File: src/rtl/timed_cmd_sched.sv
`default_nettype none
// ============================================================================
//  Module   : timed_cmd_sched
//  Purpose  : Timed-command scheduler living beside sample_clk. Commands are
//             queued with a target sample index and released in order once
//             sample_idx reaches the head's stamp. Also sequences time loads
//             into sample_clk so a new sample index takes effect at the next
//             pps edge.
//  Ports    : clk, aresetn (sync, active-low)
//             sample_idx, pps                 - from sample_clk
//             cmd_valid/cmd_ready/cmd_time/cmd_data - command input
//             out_valid/out_ready/out_data/out_late - released command
//             flush                           - discard queue + pending release
//             level, late_count               - status
//             tset_req/tset_value/tset_armed  - time-load request
//             sample_idx_reg(_valid)          - time load to sample_clk
//  Options  : TIMED_CMD_SCHED_LATE_DROP_EN - late heads are silently
//             discarded (still counted) instead of released with out_late.
//  Revision : 1.0 - initial release
// ============================================================================
module timed_cmd_sched #(
    parameter int SAMPLE_CLK_WIDTH = 56,
    parameter int CMD_WIDTH        = 32,
    parameter int DEPTH            = 8
) (
    input  logic                        clk,
    input  logic                        aresetn,
    input  logic [SAMPLE_CLK_WIDTH-1:0] sample_idx,
    input  logic                        pps,
    input  logic                        cmd_valid,
    output logic                        cmd_ready,
    input  logic [SAMPLE_CLK_WIDTH-1:0] cmd_time,
    input  logic [CMD_WIDTH-1:0]        cmd_data,
    output logic                        out_valid,
    input  logic                        out_ready,
    output logic [CMD_WIDTH-1:0]        out_data,
    output logic                        out_late,
    input  logic                        flush,
    output logic [$clog2(DEPTH):0]      level,
    output logic [15:0]                 late_count,
    input  logic                        tset_req,
    input  logic [SAMPLE_CLK_WIDTH-1:0] tset_value,
    output logic                        tset_armed,
    output logic [SAMPLE_CLK_WIDTH-1:0] sample_idx_reg,
    output logic                        sample_idx_reg_valid
);

    localparam int PW = $clog2(DEPTH);
    localparam int LW = PW + 1;
    localparam logic [LW-1:0] c_DEPTH = LW'(DEPTH);

    typedef enum logic [1:0] {
        ST_IDLE  = 2'd0,
        ST_WAIT  = 2'd1,
        ST_ISSUE = 2'd2
    } rel_state_t;

    typedef enum logic [0:0] {
        TS_IDLE  = 1'b0,
        TS_ARMED = 1'b1
    } ts_state_t;

    // ------------------------------------------------------------------
    // Command queue storage
    // ------------------------------------------------------------------
    logic [SAMPLE_CLK_WIDTH-1:0] r_time_mem [DEPTH];
    logic [CMD_WIDTH-1:0]        r_data_mem [DEPTH];
    logic [PW-1:0]               r_wr_ptr;
    logic [PW-1:0]               r_rd_ptr;
    logic [LW-1:0]               r_level;

    rel_state_t                  r_rel_state;
    rel_state_t                  w_rel_next;
    ts_state_t                   r_ts_state;
    ts_state_t                   w_ts_next;

    logic                        w_push;
    logic                        w_pop;
    logic                        w_pop_late;
    logic                        w_issue;
    logic                        w_ts_latch;
    logic                        w_ts_load;

    logic [SAMPLE_CLK_WIDTH-1:0] w_head_time;
    logic [CMD_WIDTH-1:0]        w_head_data;
    logic                        w_head_due;
    logic                        w_head_late;

    logic [CMD_WIDTH-1:0]        r_out_data;
    logic                        r_out_late;
    logic [15:0]                 r_late_count;
    logic [SAMPLE_CLK_WIDTH-1:0] r_ts_value;
    logic [SAMPLE_CLK_WIDTH-1:0] r_sample_idx_reg;
    logic                        r_sample_idx_reg_valid;

    // Reset gating keeps every output low while aresetn is asserted.
    assign cmd_ready = aresetn && (r_level < c_DEPTH) && !flush;
    assign w_push    = cmd_valid && cmd_ready;

    assign w_head_time = r_time_mem[r_rd_ptr];
    assign w_head_data = r_data_mem[r_rd_ptr];
    // Plain unsigned compare; timestamps are assumed never to wrap.
    assign w_head_due  = (sample_idx >= w_head_time);
    assign w_head_late = (sample_idx >  w_head_time);

    always_ff @(posedge clk) begin
        if (w_push) begin
            r_time_mem[r_wr_ptr] <= cmd_time;
            r_data_mem[r_wr_ptr] <= cmd_data;
        end
    end

    always_ff @(posedge clk) begin
        if (!aresetn || flush) begin
            r_wr_ptr <= '0;
            r_rd_ptr <= '0;
            r_level  <= '0;
        end else begin
            if (w_push) r_wr_ptr <= r_wr_ptr + PW'(1);
            if (w_pop)  r_rd_ptr <= r_rd_ptr + PW'(1);
            case ({w_push, w_pop})
                2'b10:   r_level <= r_level + LW'(1);
                2'b01:   r_level <= r_level - LW'(1);
                default: r_level <= r_level;
            endcase
        end
    end

    // ------------------------------------------------------------------
    // Release FSM
    // ------------------------------------------------------------------
    always_ff @(posedge clk) begin
        if (!aresetn) r_rel_state <= ST_IDLE;
        else          r_rel_state <= w_rel_next;
    end

    always_comb begin
        w_rel_next = r_rel_state;
        w_pop      = 1'b0;
        w_pop_late = 1'b0;
        w_issue    = 1'b0;
        case (r_rel_state)
            ST_IDLE: begin
                if (r_level != '0) w_rel_next = ST_WAIT;
            end
            ST_WAIT: begin
                if (r_level == '0) begin
                    w_rel_next = ST_IDLE;
                end else if (w_head_due) begin
                    w_pop      = 1'b1;
                    w_pop_late = w_head_late;
`ifdef TIMED_CMD_SCHED_LATE_DROP_EN
                    // Late heads vanish here; stay in WAIT so the next head
                    // is looked at on the following cycle.
                    w_issue = !w_head_late;
                    if (!w_head_late) w_rel_next = ST_ISSUE;
`else
                    w_issue    = 1'b1;
                    w_rel_next = ST_ISSUE;
`endif
                end
            end
            ST_ISSUE: begin
                if (out_ready) w_rel_next = (r_level != '0) ? ST_WAIT : ST_IDLE;
            end
            default: w_rel_next = ST_IDLE;
        endcase
        if (flush) begin
            w_rel_next = ST_IDLE;
            w_pop      = 1'b0;
            w_pop_late = 1'b0;
            w_issue    = 1'b0;
        end
    end

    // Payload and lateness are captured at pop time and held through ISSUE.
    always_ff @(posedge clk) begin
        if (!aresetn) begin
            r_out_data <= '0;
            r_out_late <= 1'b0;
        end else if (w_issue) begin
            r_out_data <= w_head_data;
`ifdef TIMED_CMD_SCHED_LATE_DROP_EN
            r_out_late <= 1'b0;
`else
            r_out_late <= w_head_late;
`endif
        end
    end

    always_ff @(posedge clk) begin
        if (!aresetn)
            r_late_count <= '0;
        else if (w_pop_late && (r_late_count != 16'hFFFF))
            r_late_count <= r_late_count + 16'd1;
    end

    // ------------------------------------------------------------------
    // Time-set FSM
    // ------------------------------------------------------------------
    always_ff @(posedge clk) begin
        if (!aresetn) r_ts_state <= TS_IDLE;
        else          r_ts_state <= w_ts_next;
    end

    always_comb begin
        w_ts_next  = r_ts_state;
        w_ts_latch = 1'b0;
        w_ts_load  = 1'b0;
        case (r_ts_state)
            TS_IDLE: begin
                // A pps coinciding with the request is ignored: arm only.
                if (tset_req) begin
                    w_ts_latch = 1'b1;
                    w_ts_next  = TS_ARMED;
                end
            end
            TS_ARMED: begin
                w_ts_latch = tset_req;
                if (pps) begin
                    w_ts_load = 1'b1;
                    w_ts_next = TS_IDLE;
                end
            end
            default: w_ts_next = TS_IDLE;
        endcase
    end

    always_ff @(posedge clk) begin
        if (!aresetn) begin
            r_ts_value             <= '0;
            r_sample_idx_reg       <= '0;
            r_sample_idx_reg_valid <= 1'b0;
        end else begin
            if (w_ts_latch) r_ts_value <= tset_value;
            // A request landing on the pps cycle still wins (last wins).
            if (w_ts_load)  r_sample_idx_reg <= tset_req ? tset_value : r_ts_value;
            r_sample_idx_reg_valid <= w_ts_load;
        end
    end

    assign out_valid            = (r_rel_state == ST_ISSUE);
    assign out_data             = r_out_data;
    assign out_late             = r_out_late;
    assign level                = r_level;
    assign late_count           = r_late_count;
    assign tset_armed           = (r_ts_state == TS_ARMED);
    assign sample_idx_reg       = r_sample_idx_reg;
    assign sample_idx_reg_valid = r_sample_idx_reg_valid;

endmodule
`default_nettype wire

File: config.mk
export PLATFORM = sky130hd
export DESIGN_NAME = timed_cmd_sched
export DESIGN_NICKNAME = d
export VERILOG_FILES = /design/src/rtl/timed_cmd_sched.sv
export SDC_FILE = /design/constraint.sdc
export NUM_CORES = 1
export LEC_CHECK = 0
export BUFFER_PORTS_ARGS = -buffer_cell sky130_fd_sc_hd__buf_4
export CORE_UTILIZATION = 46
export DETAILED_ROUTE_END_ITERATION = 16
export GPL_ROUTABILITY_DRIVEN = 1
export GPL_TIMING_DRIVEN = 0
export PLACE_DENSITY = 0.68
export SLEW_MARGIN = 25
export SYNTH_ARGS = -nofsm -noshare
export SYNTH_HDL_FRONTEND = slang
export SYNTH_SLANG_ARGS = --single-unit
File: constraint.sdc
create_clock -name clk -period 10.1 [get_ports clk]
set_input_delay 2.02 -clock clk [delete_from_list [all_inputs] [get_ports clk]]
set_output_delay 2.02 -clock clk [all_outputs]
set_load 0.05 [all_outputs]
### Word-level counts from Yosys, hierarchy flattened

Memory sizes are Yosys's and may differ from the RTL's. A register that Yosys moved wholly into a read port is not among the register bits.
Cells that the tools add are included.
Widths: inputs -> output; s select.

* bits in registers: 143
* RAM bits: 704
* input bits: 207
* output and inout port bits: 113
* logic and storage cells: 70
* memories kept: 2

* $add $sub $neg: 5
* magnitude comparators: 3
* equality and inequality tests: 8
* muxes and demuxes: 26
* bitwise gates (word level): 2
* reductions and logical operators: 14

Memories
* r_time_mem: depth 8, bits a word 56, read ports 1, clocked after memory_dff 1, wr ports 1, line 66 `logic [SAMPLE_CLK_WIDTH-1:0] r_time_mem [DEPTH];`
* r_data_mem: depth 8, bits a word 32, read ports 1, clocked after memory_dff 1, wr ports 1, line 67 `logic [CMD_WIDTH-1:0] r_data_mem [DEPTH];`

Operator list (count)
* $ge 56x56->1: 1
* $gt 56x56->1: 1
* $mux 56: 1
* $add 16x1->16 const B: 1
* $ne 16x16->1 const B: 1
* $mux 1: 15
* $mux 2: 4
* $pmux 4 s2: 1
* $add 3x1->3 const B: 2
* $mux 3: 2
* $pmux 2 s3: 1
* $add 4x1->4 const B: 1
* $eq 2x1->1 const B: 2
* $eq 2x2->1 const B: 2
* $logic_and 1x1->1: 4
* $logic_not 4->1: 1
* $lt 4x4->1 const B: 1
* $pmux 1 s2: 2
* $reduce_bool 4->1: 1
* $sub 4x1->4 const B: 1
* $logic_not 1->1: 3
* $ne 3x3->1 const B: 1
* $reduce_and 3->1: 1
* $logic_not 2->1: 1
* 6 further kinds: 7

### Logic depth before layout (Yosys ltp)

* word-level depth: 7
* gate-level depth with buffers: 20

### Worst setup path after synthesis

Ideal clock, no wire load.

* path kind: input port to flip-flop
* start point: in flush
* end point: mem r_data_mem[0][0], enable pin
* setup time: 0.643 ns
* data arrival time: 9.552 ns
* required time: 9.457 ns
* slack: -0.095 ns
* cell stages on the path: 5
* cell sequence: nand2b_1 > nor2_1 > nand2_1 > or2_2 > nor3_1

* cells in the longest elaborated chain, start to end: 5

Ends and longest elaborated chain
* start, declared: line 38 `input logic flush,`
* $logic_not 1->1: line 97 `assign cmd_ready = aresetn && (r_level < c_DEPTH) && !flush;`
* $logic_and 1x1->1: line 97
* via cmd_ready: line 31 `output logic cmd_ready,`
* $logic_and 1x1->1: line 98 `assign w_push = cmd_valid && cmd_ready;`
* $mux 1: line 107 `if (w_push) begin`
* $mux 1 (not written as such): line 109 `r_data_mem[r_wr_ptr] <= cmd_data;`
* end, declared: line 67

The timed path passes the listed nets, and every way through them passes these cells.

==> results.md <==
- Max VDD drop: 127 µV
- Power Dens Cells: 183 nW/µm²
- YS warnings: 0
- Final hold vios: 0
- Htree depth: 3
- Class of the worst hold path: reg -> reg
- CP top delay family: buffers and inverters
- Post-synth ARST share: 0%
- Starting Density: about 46%
- Largest regs: r_time_mem (448), r_data_mem (256)
- I/O pins: 320
- Root buffer cell: clkbuf_16
- Cell Rows: 99
- Fill count: around 5500
- EDFF count, synth: about 700
- Via count: about 18000
- Sink Count: 882
- Yosys reg bits: 882
- Fmax: 141 MHz
- First-pass GRT wire length: around 120000 µm
- Die height: approximately 270 µm
- Crit path top cell by count: ha_1
- Hold Buf Count CTS: 0
- Placement Cell Area: around 39000 µm²
- Die width: between 200 and 300 µm
- CTS buffer count: 91
- Status: complete, no violations
- Sequential area share after synthesis: between 70% and 80%
- # nets final: between 2000 and 3000
- Dpl cells: 3173
- Largest reg by FF count: r_time_mem
- Max_cap viols: 0
- CP bufs+invs: 4
- Routed length per instance: roughly 24 µm
- Final TNS setup: 0 ns
- Hpwl dp: between 50000 and 60000 µm
- Gr usage total: 21.6%
- Tcrit/Tclk final: between 70 and 80%
- Worst-margin pin slew: roughly 1.0 ns
- Core ar.: around 73000 µm²
- Tmin final: 7.10 ns
- Main synth FF type: edfxtp_1
- Final cell count without fillers: between 3000 and 4000
- Synthesized Nets: between 2000 and 2500
- Final Instance Area: roughly 42000 µm²
- Most frequent cell after synthesis: edfxtp_1
- Worst-Skew Late Latency: 0.63 ns
- Final setup vio count: 0
- Pins over their slew limit: 0
- Worst path slowest cell: buf_1
- Worst-path clk slew: approximately 0.060 ns
- CP Cell Sequence: clkbuf_1 > clkbuf_1 > buf_1 > mux4_2 > mux2i_1 > ha_1 > nand4_1 > nor4_2 > o211ai_1 > and4_1 > a21o_1 > a21boi_2 > buf_2 > ha_1 > ha_1 > a21o_1 > a21oi_1 > xnor2_1 > or3_1 > a21oi_1
- Via/cell ratio: around 5.5
- Skew final: 0.0266 ns
- Critical Path AT: between 7 and 8 ns
- Crit Path Class: reg -> reg
- P&R area growth vs syn: 22.7%
- Fraction of layout cells with a size suffix above 1: between 30% and 40%
- Post-synth top cells: 704 x edfxtp_1, 178 x dfxtp_1, 176 x mux4_2
- Slew HR: 32.8%
- GP Congestion: 0.836
- Synth area leader: edfxtp_1
- Total power: between 7 and 8 mW
- Setup bufs post-CTS: 0
- Grt ovf: 0
- Die ar.: 74800 µm²
- Critical-path maximum fanout: 10
- Cells after Synth: approximately 1800
- Count of cell types in the netlist: 52
- Initial detailed-routing violation count: roughly 1300
- Post-Syn Area: approximately 34000 µm²
- Max reg flops: about 450
- Share of the synthesized area in the top cell type: between 60 and 70%
- Leakage: roughly 15 nW
- CP max stage delay: 0.78 ns
- Fin util: a little under three fifths
- I/O Buffers: ~320
- Detail Route Antenna Nets: 0
- WL final: around 80000 µm
- Initial antenna violation count: 7
- Vias in the first global route: 18900
- Worst EP required: about 11 ns
- Avg Synthesized Cell Area: 18.4 µm²
- CTS tree: yes
- Detailed-route DRC error count: 0
- CP Capture Type: flip-flop
- RSZ-0062 raised after global routing: no
- Crit start category: flip-flop
- Largest net degree at the start of global routing: 19
- First-pass iteration count of the detailed router: 5
- Clock Path Buffers: 3
- Dominant cells by area after synthesis: edfxtp_1 62%, mux4_2 12%, dfxtp_1 11%
- Post-CTS sizing: 0
## power by group
part | internal, mW | leakage (nW) | switching [mW]
combinational | 0.116 | 5.53 | 0.162
sequential | 3.95 | 7.79 | 0.0109
clock | 2.00 | 1.49 | 1.37
total | 6.06 | 14.8 | 1.54
## layer usage
layer	share of wire [%]	global-route usage, %
met1	41	28.1
met2	49	35.7
met3	6.6	4.68
met4	3.0	7.89
met5	0.093	0
## through the flow
| step | hold slack, ns | worst slack (ns) |
|---|---|---|
| 2_1_floorplan | 0.443 | 0.177 |
| 3_3_place_gp | 0.434 | -6.05 |
| 3_5_place_dp | 0.444 | 3.02 |
| 4_1_cts | 0.458 | 2.95 |
| 5_1_grt | 0.481 | 2.52 |
| 6_report | 0.455 | 3.00 |
## layout make-up
| type | instances | area [µm²] | share of cell area [%] |
|---|---|---|---|
| Sequential cell | 882 | 24700 | 59.4 |
| Multi-Input combinational cell | 859 | 8850 | 21.3 |
| Timing Repair Buffer | 373 | 3410 | 8.19 |
| Clock buffer | 128 | 2590 | 6.22 |
| Tap cell | 959 | 1200 | 2.89 |
| Clock inverter | 39 | 433 | 1.04 |
| Buffer | 91 | 367 | 0.882 |
| Inverter | 9 | 33.8 | 0.0812 |
| Antenna cell | 1 | 2.50 | 0.00602 |
## tightest hold or removal path, delay by kind of cell, from the launching register on
family | cells | cell delay [ns]
flops | 1 | 0.32
simple gates | 1 | 0.05
compound gates | 1 | 0.05
## final timing paths
check,depth (start not counted),slack (ns),from,endpoint
min reg2reg,2,0.45,sample_idx_reg[48]$_SDFFE_PN0P_,sample_idx_reg[48]$_SDFFE_PN0P_
max reg2reg,20,3.00,flip-flop,level[3]$_SDFFE_PP0P_
max,20,3.00,flip-flop,level[3]$_SDFFE_PP0P_
min,2,0.45,sample_idx_reg[48]$_SDFFE_PN0P_,sample_idx_reg[48]$_SDFFE_PN0P_
## layout by cell type (no fill, tap or decap), drive strengths merged, types with 3 or more instances in the layout
cell,netlist,layout
nor4,3,3
nor2b,59,59
mux4,176,176
nand2,140,140
and4,4,4
xor2,9,9
a21boi,5,5
edfxtp,704,704
and2,7,7
clkinvlp,0,3
nor3,9,9
inv,9,13
o21ai,71,71
nor2,26,26
nand4,15,15
o211a,33,33
clkinv,0,24
a21o,7,7
a21oi,30,30
bufinv,0,8
dfxtp,178,178
ha,62,62
clkbuf,67,197
nand2b,10,10
and3,5,5
xnor2,3,3
mux2i,133,133
nand3,27,27
buf,24,395
## kinds of logic after synthesis
logic type      synth area share (%)
simple gates                    4.50
fa+ha+maj                       2.35
compound gates                  3.12
mux                             15.7
flops                           72.9
buf+inv                         1.16
xor+xnor                       0.310
Note: power is estimated with default switching activity, not from simulation.
